`src/rtl/data_mem_resp.sv`:
```
// data_mem_resp: single-outstanding data memory responder.
// A request handshake captures the command, a programmable wait of RD_LAT
// cycles models the array access time, and the response is held until the
// initiator takes it. Word addresses at or above DEPTH return an error.
// Optional build macro: DMEM_RESET_INIT_EN -- when defined, reset loads
// mem[i] = i; when undefined, reset leaves the array contents alone.
//
// state    | meaning
// ---------+----------------------------------------------------------
// S_IDLE   | ready for a new request (req_ready_o high when out of reset)
// S_ACCESS | request captured, wait counter running toward the access edge
// S_RESP   | response valid, held until rsp_ready_i
module data_mem_resp #(
  parameter int DEPTH  = 32,
  parameter int RD_LAT = 2
) (
  input  logic       clk_i,
  input  logic       rst_i,
  input  logic       req_valid_i,
  output logic       req_ready_o,
  input  logic       req_we_i,
  input  logic [4:0] req_addr_i,
  input  logic [7:0] req_wdata_i,
  output logic       rsp_valid_o,
  input  logic       rsp_ready_i,
  output logic [7:0] rsp_rdata_o,
  output logic       rsp_err_o,
  output logic       busy_o
);

  localparam int AW = (DEPTH > 1) ? $clog2(DEPTH) : 1;

  typedef enum logic [1:0] {
    S_IDLE   = 2'd0,
    S_ACCESS = 2'd1,
    S_RESP   = 2'd2
  } state_e;

  state_e         state_q, state_d;
  logic [3:0]     cnt_q, cnt_d;
  logic           we_q, we_d;
  logic [4:0]     addr_q, addr_d;
  logic [7:0]     wdata_q, wdata_d;
  logic [7:0]     rdata_q, rdata_d;
  logic           err_q, err_d;
  logic           access_fire;
  logic           in_range;
  logic           mem_we;
  logic [7:0]     mem_rd;
  logic [AW-1:0]  mem_idx;
  logic [7:0]     mem_q [DEPTH];

  assign in_range = ({1'b0, addr_q} < 6'(DEPTH));
  assign mem_idx  = addr_q[AW-1:0];
  // Writes only happen on the access edge of an in-range store, never in reset.
  assign mem_we   = access_fire && we_q && in_range && !rst_i;

  // Array read port; out-of-range addresses never index the array.
  always_comb begin
    mem_rd = 8'h00;
    if (in_range) begin
      mem_rd = mem_q[mem_idx];
    end
  end

  // Next-state and response-capture logic.
  always_comb begin
    state_d     = state_q;
    cnt_d       = cnt_q;
    we_d        = we_q;
    addr_d      = addr_q;
    wdata_d     = wdata_q;
    rdata_d     = rdata_q;
    err_d       = err_q;
    access_fire = 1'b0;
    case (state_q)
      S_IDLE: begin
        if (req_valid_i) begin
          state_d = S_ACCESS;
          cnt_d   = 4'(RD_LAT - 1);
          we_d    = req_we_i;
          addr_d  = req_addr_i;
          wdata_d = req_wdata_i;
        end
      end
      S_ACCESS: begin
        if (cnt_q == 4'd0) begin
          access_fire = 1'b1;
          state_d     = S_RESP;
          err_d       = !in_range;
          rdata_d     = (!we_q && in_range) ? mem_rd : 8'h00;
        end else begin
          cnt_d = cnt_q - 4'd1;
        end
      end
      S_RESP: begin
        // Completion edge: no accept here, so back-to-back spacing is RD_LAT+2.
        if (rsp_ready_i) begin
          state_d = S_IDLE;
          rdata_d = 8'h00;
          err_d   = 1'b0;
        end
      end
      default: state_d = S_IDLE;
    endcase
  end

  // Control and response registers with asynchronous reset.
  always_ff @(posedge clk_i or posedge rst_i) begin
    if (rst_i) begin
      state_q <= S_IDLE;
      cnt_q   <= 4'd0;
      we_q    <= 1'b0;
      addr_q  <= 5'd0;
      wdata_q <= 8'h00;
      rdata_q <= 8'h00;
      err_q   <= 1'b0;
    end else begin
      state_q <= state_d;
      cnt_q   <= cnt_d;
      we_q    <= we_d;
      addr_q  <= addr_d;
      wdata_q <= wdata_d;
      rdata_q <= rdata_d;
      err_q   <= err_d;
    end
  end

`ifdef DMEM_RESET_INIT_EN
  // Storage array, preloaded with its own word index on reset.
  always_ff @(posedge clk_i or posedge rst_i) begin
    if (rst_i) begin
      for (int i = 0; i < DEPTH; i++) begin
        mem_q[i] <= 8'(i);
      end
    end else if (mem_we) begin
      mem_q[mem_idx] <= wdata_q;
    end
  end
`else
  // Storage array; contents survive reset and are undefined at power-up.
  always_ff @(posedge clk_i) begin
    if (mem_we) begin
      mem_q[mem_idx] <= wdata_q;
    end
  end
`endif

  assign req_ready_o = (state_q == S_IDLE) && !rst_i;
  assign rsp_valid_o = (state_q == S_RESP);
  assign rsp_rdata_o = rdata_q;
  assign rsp_err_o   = err_q;
  assign busy_o      = (state_q != S_IDLE);

endmodule

```
`config.mk`:
```
export PLATFORM = sky130hd
export DESIGN_NAME = data_mem_resp
export DESIGN_NICKNAME = d
export VERILOG_FILES = /design/src/rtl/data_mem_resp.sv
export SDC_FILE = /design/constraint.sdc
export NUM_CORES = 1
export LEC_CHECK = 0
export BUFFER_PORTS_ARGS = -buffer_cell sky130_fd_sc_hd__buf_4
export CAP_MARGIN = 25
export CORE_MARGIN = 4
export CORE_UTILIZATION = 50
export DETAILED_ROUTE_END_ITERATION = 6
export PLACE_DENSITY_LB_ADDON = 0.2
export SETUP_SLACK_MARGIN = 0.5
export SYNTH_ARGS = -nofsm -noshare
export SYNTH_HDL_FRONTEND = slang
export SYNTH_SLANG_ARGS = --single-unit
export TNS_END_PERCENT = 50
```
`constraint.sdc`:
```
create_clock -name clk_i -period 3.3 [get_ports clk_i]
set_clock_uncertainty 0.15 [all_clocks]
set_input_delay 0.165 -clock clk_i [delete_from_list [all_inputs] [get_ports clk_i]]
set_output_delay 0.165 -clock clk_i [all_outputs]
set_load 0.03 [all_outputs]
```
==> flow_results.org, run 1 <==
** Outcome
- Status :: finished, final reports clean

** Yosys
- Of the post-synthesis cell area, the dominant cell type holds 0.687.
- Top cells by instance count after synthesis :: sky130_fd_sc_hd__edfxtp_1 (256), sky130_fd_sc_hd__mux2i_1 (128), sky130_fd_sc_hd__o22ai_1 (64), sky130_fd_sc_hd__nor2_1 (37), sky130_fd_sc_hd__dfrtp_1 (28)
- The synthesized design contains 284 register bits.
- The share of the Yosys chip area taken by registers is 0.750.
- Post-synth ARST share :: 0.0986
- Cell type with the highest aggregate area in the netlist :: sky130_fd_sc_hd__edfxtp_1
- Post-Synthesis Mean Instance Area :: 17.1 sq um
- Count of yosys warnings during synthesis :: 0
- Synthesized netlist cell count :: ~660
- The netlist uses 41 different library cells.
- Post-synth top flop :: sky130_fd_sc_hd__edfxtp_1
- Post-synth net total :: 675
- Synth area leaders :: sky130_fd_sc_hd__edfxtp_1 (69%), sky130_fd_sc_hd__mux2i_1 (11%), sky130_fd_sc_hd__dfrtp_1 (6.3%)
- Leading cell type by number of instances after synthesis :: sky130_fd_sc_hd__edfxtp_1
- In this run, synthesis inferred between 200 and 300 flip-flops with an integrated enable.
- In this run the cell area of the synthesized design comes to around 11,000 sq um.

** Die
- Core Box Area :: 21,900 sq um
- The floorplan step defined a die boundary enclosing 24,800 sq um.
- Number of standard-cell rows in the floorplan :: between 50 and 60
- The floorplan step set the die width to 158 um.
- Chip Height :: 158 um
- The initial utilization of the core area, before any placement, comes to 0.511.
- Ports placed on the boundary :: 30

** GRT
- The number of antenna violations at the first check in global routing was 0.
- Largest net degree at the start of global routing :: 34
- GRT Total Usage :: 0.207
- GRT Residual Overflow :: 0
- The first global-routing pass estimated 38.0 mm of wire.
- The number of global-route vias before repair was 6,286.

** Placed design
- In this run the tool buffered the top-level ports with 28 buffer cells.
- Detailed placer's ending HPWL :: ~16 mm
- Final RePlAce weighted congestion :: a little under 0.9
- Once placement completed, the tool counted placed cells totaling 977.

** Timing
- The worst path needs 2.70 ns of the cycle, external delays included.
- The final max-slew violation count came to 0.
- Derived from the worst setup path, the maximum achievable clock frequency is 0.371 GHz.
- The worst pin sits at a relative slew slack of 0.359.
- Endpoints failing setup :: 0
- The final hold violation count is 0.
- Period Utilization, post-route :: 0.817
- Unrepaired setup endpoints after global routing :: yes
- For the pin with the worst max-slew slack, the measured transition is 0.962 ns.
- Post-Route Setup TNS :: 0 ns

** Critical path
- Setup CP Type :: reg2reg
- The worst setup path is captured at a flop.
- Largest fanout on the critical path :: 8
- Slack of the worst reg-to-reg path :: 0.60 ns
- Kind of cell adding the most delay to the critical path :: simple AND/OR/NAND/NOR gates
- Signal arrival time at the worst endpoint :: ~2.8 ns
- For this design, the slowest cell found on the critical path is sky130_fd_sc_hd__or3b_4.
- In this design, the stage delay of the slowest critical-path cell is approximately 0.42 ns.
- Cell Chain, Critical Path :: inv_1, ha_1, nor3b_4, and2_4, and3_2, or3b_4, buf_4, nor2_1, buf_4
- Data required time at the worst endpoint :: 3.37 ns
- The most numerous cell type found on the critical path is sky130_fd_sc_hd__buf_4.
- CP Launch Type :: flop
- Worst Path Buf+Inv :: 3

** Clock network
- In this run, CTS created clock tree buffers numbering 27.
- Counting every sink on the clock net gives 284.
- In this run the number of H-tree levels came out at 1.
- Post-CTS clock slew at the launch and capture registers of the worst setup and hold paths :: 0.06 ns
- Clock latency at the later pin of the worst-skew pair :: between 0.5 and 0.6 ns
- Max clock buf depth :: 3
- TritonCTS built the clock tree.
- Library cell used as clock root buffer :: sky130_fd_sc_hd__clkbuf_16

** Detailed routing
- For this block, the via count after detailed routing is 6,172.
- In the routed layout, each cell is associated on average with a via count of 5.92.
- After detailed routing, the number of remaining DRC violations is 0.
- The detail route stage leaves a number of antenna-violating nets equal to 0.
- Number of DRC violations after detailed-routing iteration 0 :: 550
- Dividing the detail-routed wire length by the instance count gives 24.1 um.
- Final Routed Wirelength :: 25.2 mm
- Number of iterations in the first detailed-routing pass :: 5

** Finish
- Area Growth Syn to Fin :: 16.7%
- After filler insertion, the fill cell instance count of the layout stands at 1,649.
- The net count of the finished layout is roughly 760.
- In the final layout, the share of cells above drive strength 1 is 0.193.
- Area of the multi-input gates :: 2630 sq um
- Post-layout utilization of the core :: 0.596
- Post-route non-filler standard cell count :: 1,043
- Registers take 8390 sq um.
- Number of antenna repair diodes :: 0

** Hold path
- Hold Crit Class :: in2async

** Power
- Total power divided by cell area :: 853 nW/um^2
- The internal portion of the total power is between 7 and 8 mW.
- Seq pwr share :: 0.449
- Sw power :: 3.56 mW
- For this design the static power due to leakage is 4.71 nW.
- Of the total power, the clock network draws 0.265.
- Worst vdd ir :: between 1 and 1.5 mV
- Combinational share of power :: 0.286
- Sw frac :: 0.319

** Job
- The tool flagged a number of max-cap violations equal to 0.
-- power by group through the flow --
stage | combinational [mW] | sequential, mW | clock (mW)
detailed placement | 3.14 | 5.07 | 0
global route | 3.38 | 5.04 | 3.18
finish | 3.18 | 5.00 | 2.95
CTS | 3.16 | 5.00 | 3.01
global placement | 3.08 | 5.06 | 0
floorplan | 1.89 | 5.02 | 0
-- worst reg2reg max path: cells and delay by family (launching register included) --
family	cells	cell delay, ns
buffers and inverters	3	0.49
DFF	1	0.40
and+or+nand+nor	5	1.24
adders and majority gates	1	0.14
-- worst paths after layout --
check,startpoint,end,cells after the start
setup / recovery,cnt_q[1],mem_q[20][7],9
setup reg to reg,cnt_q[1],mem_q[20][7],9
max in group asynchronous,rst_i,addr_q[1],4
hold reg to reg,wdata_q[1],wdata_q[1],1
min in group clk_i,rsp_ready_i,state_q[1],3
hold / removal,rst_i,wdata_q[2],4
-- cell usage in the layout (no fill, tap or decap), types with 6 or more instances in the layout --
| master | count |
|---|---|
| sky130_fd_sc_hd__edfxtp_1 | 256 |
| sky130_fd_sc_hd__dlygate4sd3_1 | 17 |
| sky130_fd_sc_hd__buf_4 | 78 |
| sky130_fd_sc_hd__clkbuf_16 | 27 |
| sky130_fd_sc_hd__nor2_1 | 34 |
| sky130_fd_sc_hd__clkinv_2 | 6 |
| sky130_fd_sc_hd__mux2i_1 | 128 |
| sky130_fd_sc_hd__dfrtp_1 | 27 |
| sky130_fd_sc_hd__nor4_1 | 17 |
| sky130_fd_sc_hd__a22o_1 | 8 |
| sky130_fd_sc_hd__mux2_2 | 16 |
| sky130_fd_sc_hd__nand2_1 | 12 |
| sky130_fd_sc_hd__o22ai_1 | 64 |
| sky130_fd_sc_hd__clkbuf_1 | 7 |
-- kinds of logic (layout without fill, tap and decap cells) --
| logic type | count (synthesis) | in the layout | share of synthesized area |
|---|---|---|---|
| XOR/XNOR | 2 | 2 | 0.00157 |
| adder cells (fa/ha/maj) | 2 | 2 | 0.00224 |
| multiplexers | 144 | 144 | 0.131 |
| other | 1 | 1 | 0.000335 |
| flip-flops | 284 | 284 | 0.750 |
| AND/OR/NAND/NOR | 104 | 104 | 0.0543 |
| buffers and inverters | 43 | 151 | 0.0172 |
| AO/OA/AOI/OAI | 75 | 75 | 0.0436 |
-- metal layers --
metal / track usage / vias up / routed length, um
met3: 0.0385 / 44 / 1720
met5: 0 / - / 0
met2: 0.333 / 241 / 12200
met1: 0.294 / 3107 / 10600
met4: 0.0565 / 0 / 590
li1: - / 2780 / -
-- per-stage QoR --
stage / setup slack (ns) / total power, mW / cell area, sq um / hold slack (ns)
final: 0.603 / 11.1 / 13100 / 0.179
after global routing: 0.395 / 11.6 / 13100 / 0.192
after CTS: 0.459 / 11.2 / 13000 / 0.143
after detailed placement: 0.452 / 8.20 / 12000 / 0.138
after global placement: 0.512 / 8.13 / 12000 / 0.131
after floorplan: 0.686 / 6.91 / 11200 / 0.0858
-- area by class of cell --
cell class                      instances  area share
Clock buffer                           34      0.0538
Clock inverter                         14      0.0110
Inverter                                5     0.00144
Multi-Input combinational cell        328       0.201
Sequential cell                       284       0.643
Tap cell                              280      0.0268
Timing Repair Buffer                   98      0.0625
-- what timing repair did --
action | 4_1_cts | 5_1_grt
buffers inserted | 0 | 1
gates resized for setup | 2 | 7
hold buffers | 17 | 0
endpoints found under the hold margin | 44 | 0
endpoints found under the setup margin | 24 | 139
-- sequential cells by signal, indices dropped and copies added (netlist names) --
register	count
mem_q	256
rsp_rdata_o	8
wdata_q	8
addr_q	5
cnt_q	4
state_q	2
we_q	1
Note: power is estimated with default switching activity, not from simulation.
==> run 2: changes to the inputs <==
Settings changed: ABC_AREA from default to 1.
Clock period 3.3 ns to 2.5 ns, I/O delays scaled along.
==> flow_results.org, run 2 <==
** Clock network
- The clock latency of the later-clocked register in the worst-skew pair came to 0.55 ns (was 0.52 ns).
- Num CTS Buffers :: 30 (was 27)
- The maximum clock insertion buffer count came to 3 (unchanged).
- H-tree level count :: 1 (unchanged)
- The clock tree from TritonCTS was built (unchanged).
- The clock-pin transition on the worst setup and hold timing paths came to 0.06 ns (about the same).
- Library cell used as clock root buffer :: sky130_fd_sc_hd__clkbuf_16 (unchanged)
- The clock sink count came to 284 (unchanged).

** Outcome
- Status: finished, final reports clean (unchanged).

** Critical path
- Reg-to-Reg End :: mem_q[7][6] (was mem_q[20][7])
- The peak fanout along the critical path was 8 (unchanged).
- The first element of the critical path was state_q[1] (was cnt_q[1]).
- The category of the most critical setup path is reg2reg (unchanged).
- Cell Chain, Critical Path :: nor2_2, inv_2, nor2_4, inv_2, nor2_4, nand3_2, buf_4, nor2_1, buf_4 (was inv_1, ha_1, nor3b_4, and2_4, and3_2, or3b_4, buf_4, nor2_1, buf_4)
- Kind of cell adding the most delay to the critical path :: simple AND/OR/NAND/NOR gates (unchanged)
- The data arrival at the endpoint of the critical path came to 2.18 ns (was 2.77 ns).
- CP Launch Type :: flop (unchanged)
- Source of the worst register-to-register timing path :: state_q[1] (was cnt_q[1])
- Highest cell delay on the worst timing path :: 0.40 ns (was 0.42 ns)
- Crit. path cell count :: 9 (unchanged)
- The library cell contributing the largest single delay on the critical path is sky130_fd_sc_hd__dfrtp_1 (was sky130_fd_sc_hd__or3b_4).
- Data required time at the worst endpoint :: 2.60 ns (was 3.37 ns)
- Depth of the most critical reg-to-reg path :: 9 (unchanged)
- The worst path buffer plus inverter count was 4 (was 3).
- Slack of the worst reg-to-reg path :: 0.42 ns (was 0.60 ns)
- The endpoint kind of the worst setup timing path is a flop (unchanged).
- Worst setup path end :: mem_q[7][6] (was mem_q[20][7])

** GRT
- The global-route usage over all layers was 0.217 (was 0.207).
- The number of antenna violations at the first check in global routing is 0 (unchanged).
- The maximum number of pins on one net before global-route repair came to 49 (was 34).
- The global route total overflow is 0 (unchanged).
- Wire length of the first global-routing pass :: 44.0 mm (was 38.0 mm)
- Number of global-route vias before repair :: 7,787 (was 6,286)

** Finish
- The number of filler instances in the final layout is 1,878 (was 1,649).
- The flip-flop count of the largest register after layout is 256 (unchanged).
- Most common cell after layout, fill and taps aside :: sky130_fd_sc_hd__nand2_1 (was sky130_fd_sc_hd__edfxtp_1)
- The final cell area excluding filler cells was 14,900 sq um (was 13,100 sq um).
- Layout cells sized above 1 :: 0.185 (was 0.193)
- Commonest cells after routing, fill and taps aside: sky130_fd_sc_hd__nand2_1 (716), sky130_fd_sc_hd__edfxtp_1 (256), sky130_fd_sc_hd__buf_4 (73) (was sky130_fd_sc_hd__edfxtp_1 (256), sky130_fd_sc_hd__mux2i_1 (128), sky130_fd_sc_hd__buf_4 (78)).
- The register cell area after layout is 8390 sq um (about the same).
- The number of standard cells in the layout, taps in and fillers out is 1,653 (was 1,043).
- The layout overhead on the synthesized area is 23.5% (was 16.7%).
- The net count of the finished layout came to 1,332 (was 764).
- Area of the multi-input gates :: 3540 sq um (was 2630 sq um)
- Number of antenna repair diodes :: 0 (unchanged)
- The register containing the most flip-flops in the final layout was mem_q (unchanged).

** Timing
- The relative max-transition margin is 0.509 (was 0.359).
- Final min period :: 2.08 ns (was 2.70 ns)
- The total of endpoints with negative setup slack in the final report came to 0 (unchanged).
- The setup total negative slack was 0 ns (unchanged).
- The final max-slew violation count came to 0 (unchanged).
- Tightest Pin Transition :: 0.737 ns (was 0.962 ns)
- Highest attainable clock frequency :: 0.480 GHz (was 0.371 GHz)
- Final-report hold violation count :: 0 (unchanged)
- Period Utilization, post-route :: 0.833 (was 0.817)
- Unrepaired setup endpoints after global routing: yes (unchanged).

** Yosys
- The share of the synthesized area in the top cell type came to 0.638 (was 0.687).
- XOR/XNOR Fraction of Synth Area :: 0 (was 0.00157)
- Dominant combinational cell family by area after synthesis :: simple AND/OR/NAND/NOR gates (was multiplexers)
- The cell area after technology mapping is 12,100 sq um (was 11,200 sq um).
- Post-synth top flop :: sky130_fd_sc_hd__edfxtp_1 (unchanged)
- The synthesized flop and latch total was 284 (unchanged).
- The multiplexer area fraction after synthesis came to 0 (was 0.131).
- Synthesized netlist cell count :: 1,189 (was 655)
- Portion of the post-synthesis area used by sequential elements :: 0.696 (was 0.750)
- Post-synth net total :: 1,209 (was 675)
- Post-synthesis simple-gate area fraction :: 0.262 (was 0.0543)
- The adder and majority gate portion of the synthesized area came to 0.00208 (was 0.00224).
- Number of enable-type register cells in the synthesized netlist :: 256 (unchanged)
- The largest area contributor in the netlist is sky130_fd_sc_hd__edfxtp_1 (unchanged).
- Synth area leaders: sky130_fd_sc_hd__edfxtp_1 (64%), sky130_fd_sc_hd__nand2_1 (23%), sky130_fd_sc_hd__dfrtp_1 (5.8%) (was sky130_fd_sc_hd__edfxtp_1 (69%), sky130_fd_sc_hd__mux2i_1 (11%), sky130_fd_sc_hd__dfrtp_1 (6.3%)).
- The number of distinct library cells after synthesis is 22 (was 41).
- Top cells by instance count after synthesis: sky130_fd_sc_hd__nand2_1 (741), sky130_fd_sc_hd__edfxtp_1 (256), sky130_fd_sc_hd__nor2_1 (55), sky130_fd_sc_hd__dfrtp_1 (28), sky130_fd_sc_hd__buf_2 (22) (was sky130_fd_sc_hd__edfxtp_1 (256), sky130_fd_sc_hd__mux2i_1 (128), sky130_fd_sc_hd__o22ai_1 (64), sky130_fd_sc_hd__nor2_1 (37), sky130_fd_sc_hd__dfrtp_1 (28)).
- Post-Synthesis Mean Instance Area :: 10.1 sq um (was 17.1 sq um)
- The share of the synthesized area in compound gates (AO/OA/AOI/OAI) came to 0.00519 (was 0.0436).
- Count of yosys warnings during synthesis :: 0 (unchanged)
- The dominant cell by count in the synthesized netlist was sky130_fd_sc_hd__nand2_1 (was sky130_fd_sc_hd__edfxtp_1).
- Post-synth ARST share :: 0.0986 (unchanged)

** Power
- The worst IR drop on VDD came to 1.30 mV (was 1.01 mV).
- Leakage power :: 6.31 nW (was 4.71 nW)
- The ratio of total power to cell area was 1130 nW/um^2 (was 853 nW/um^2).

** Die
- The number of rows in the core area is 56 (was 54).
- X dimension of the die :: 163 um (was 158 um)
- Ports placed on the boundary :: 30 (unchanged)
- Core Box Area :: 23,600 sq um (was 21,900 sq um)
- The total die area was 26,700 sq um (was 24,800 sq um).
- The starting utilization of the core area was 0.510 (was 0.511).
- The y dimension of the die came to 163 um (was 158 um).

** Detailed routing
- Per-cell via count in the routed design :: 5.06 (was 5.92)
- Number of iterations in the first detailed-routing pass :: 5 (unchanged)
- The number of DRC violations after detailed-routing iteration 0 was 839 (was 550).
- The remaining antenna violation count was 0 (unchanged).
- The total via count after detailed routing was 8,366 (was 6,172).
- The average routed wire per standard cell is 18.3 um (was 24.1 um).
- Final Routed Wirelength :: 30.2 mm (was 25.2 mm)
- The count of unresolved DRC violations after routing came to 0 (unchanged).

** Job
- The reported max-cap violation count came to 0 (unchanged).

** Placed design
- Final RePlAce weighted congestion :: 0.861 (was 0.869)
- Placed inst area :: 12,900 sq um (was 12,000 sq um)
- Placed Cells :: 1,550 (was 977)
- The count of input and output buffers came to 28 (unchanged).
- Detailed placer's ending HPWL :: 17.2 mm (was 16.3 mm)

** Hold path
- The classification of the worst-slack hold path is in2async (unchanged).
run 2: cell types whose count changed after synthesis, moves of 7 or more:
cell and change:
sky130_fd_sc_hd__mux2i_1 -128, sky130_fd_sc_hd__nor3_2 +7, sky130_fd_sc_hd__mux2_2 -16, sky130_fd_sc_hd__nor4_1 -17, sky130_fd_sc_hd__buf_6 +11, sky130_fd_sc_hd__o21ai_0 +8, sky130_fd_sc_hd__nand2_1 +729, sky130_fd_sc_hd__inv_1 +13
sky130_fd_sc_hd__nor2_1 +18, sky130_fd_sc_hd__o22ai_1 -64, sky130_fd_sc_hd__a22o_1 -8
run 2: how the worst min path moves through the flow:
stage	start	end	slack, ns
4_1_cts	rst_i	rsp_rdata_o[6]	0.1
6_report	rst_i	addr_q[3]	0.11
2_1_floorplan	rst_i	addr_q[0]	-0.12
3_5_place_dp	rst_i	rsp_rdata_o[6]	0.12
3_3_place_gp	rst_i	rsp_rdata_o[4]	0.12
5_1_grt	rst_i	addr_q[3]	0.13
run 2: stage by stage:
step	total power, mW	utilization	setup WS [ns]	hold WS (ns)
floorplan	9.72	-	0.385	-0.118
global placement	11.4	0.545	0.208	0.120
detailed placement	11.5	0.545	0.157	0.123
CTS	16.0	0.607	0.381	0.0956
global route	17.8	0.630	0.327	0.131
finish	16.9	0.630	0.418	0.106
run 2: repair_timing:
item / in CTS / in global routing
hold buffers: 23 / 0
hold endpoints to repair: 53 / 0
buffers inserted: 8 / 9
endpoints found under the setup margin: 264 / 270
gates resized for setup: 48 / 80
pin swaps: 6 / 29
gates cloned: 0 / 9
run 2: kinds of logic after synthesis:
family | after synthesis
DFF | 284
adders and majority gates | 2
buffers and inverters | 74
other | 1
and+or+nand+nor | 816
AOI/OAI and AO/OA | 12
run 2: layout make-up:
class,instances,share of cell area
repair buffers,140,0.0977
inverters,24,0.00715
clock buffers,40,0.0564
clock inverters,14,0.00891
repair inverters,1,0.000589
multi-input cells,831,0.238
well taps,319,0.0268
flip-flops and latches,284,0.564
run 2: power by group:
group | internal [mW] | switching, mW
logic | 2.00 | 4.35
registers | 5.98 | 0.251
clock network | 2.56 | 1.76
run 2: worst min-delay path, delay by kind of cell:
kind	cells	cell delay, ns
buffers and inverters	4	1.09
run 2: routing by layer:
layer / GRT usage / vias to the layer above / part of all wire
li1: - / 4069 / -
met2: 0.350 / 275 / 0.48
met3: 0.0240 / 58 / 0.066
met1: 0.315 / 3964 / 0.43
met4: 0.0648 / 0 / 0.026
met5: 0 / - / 0
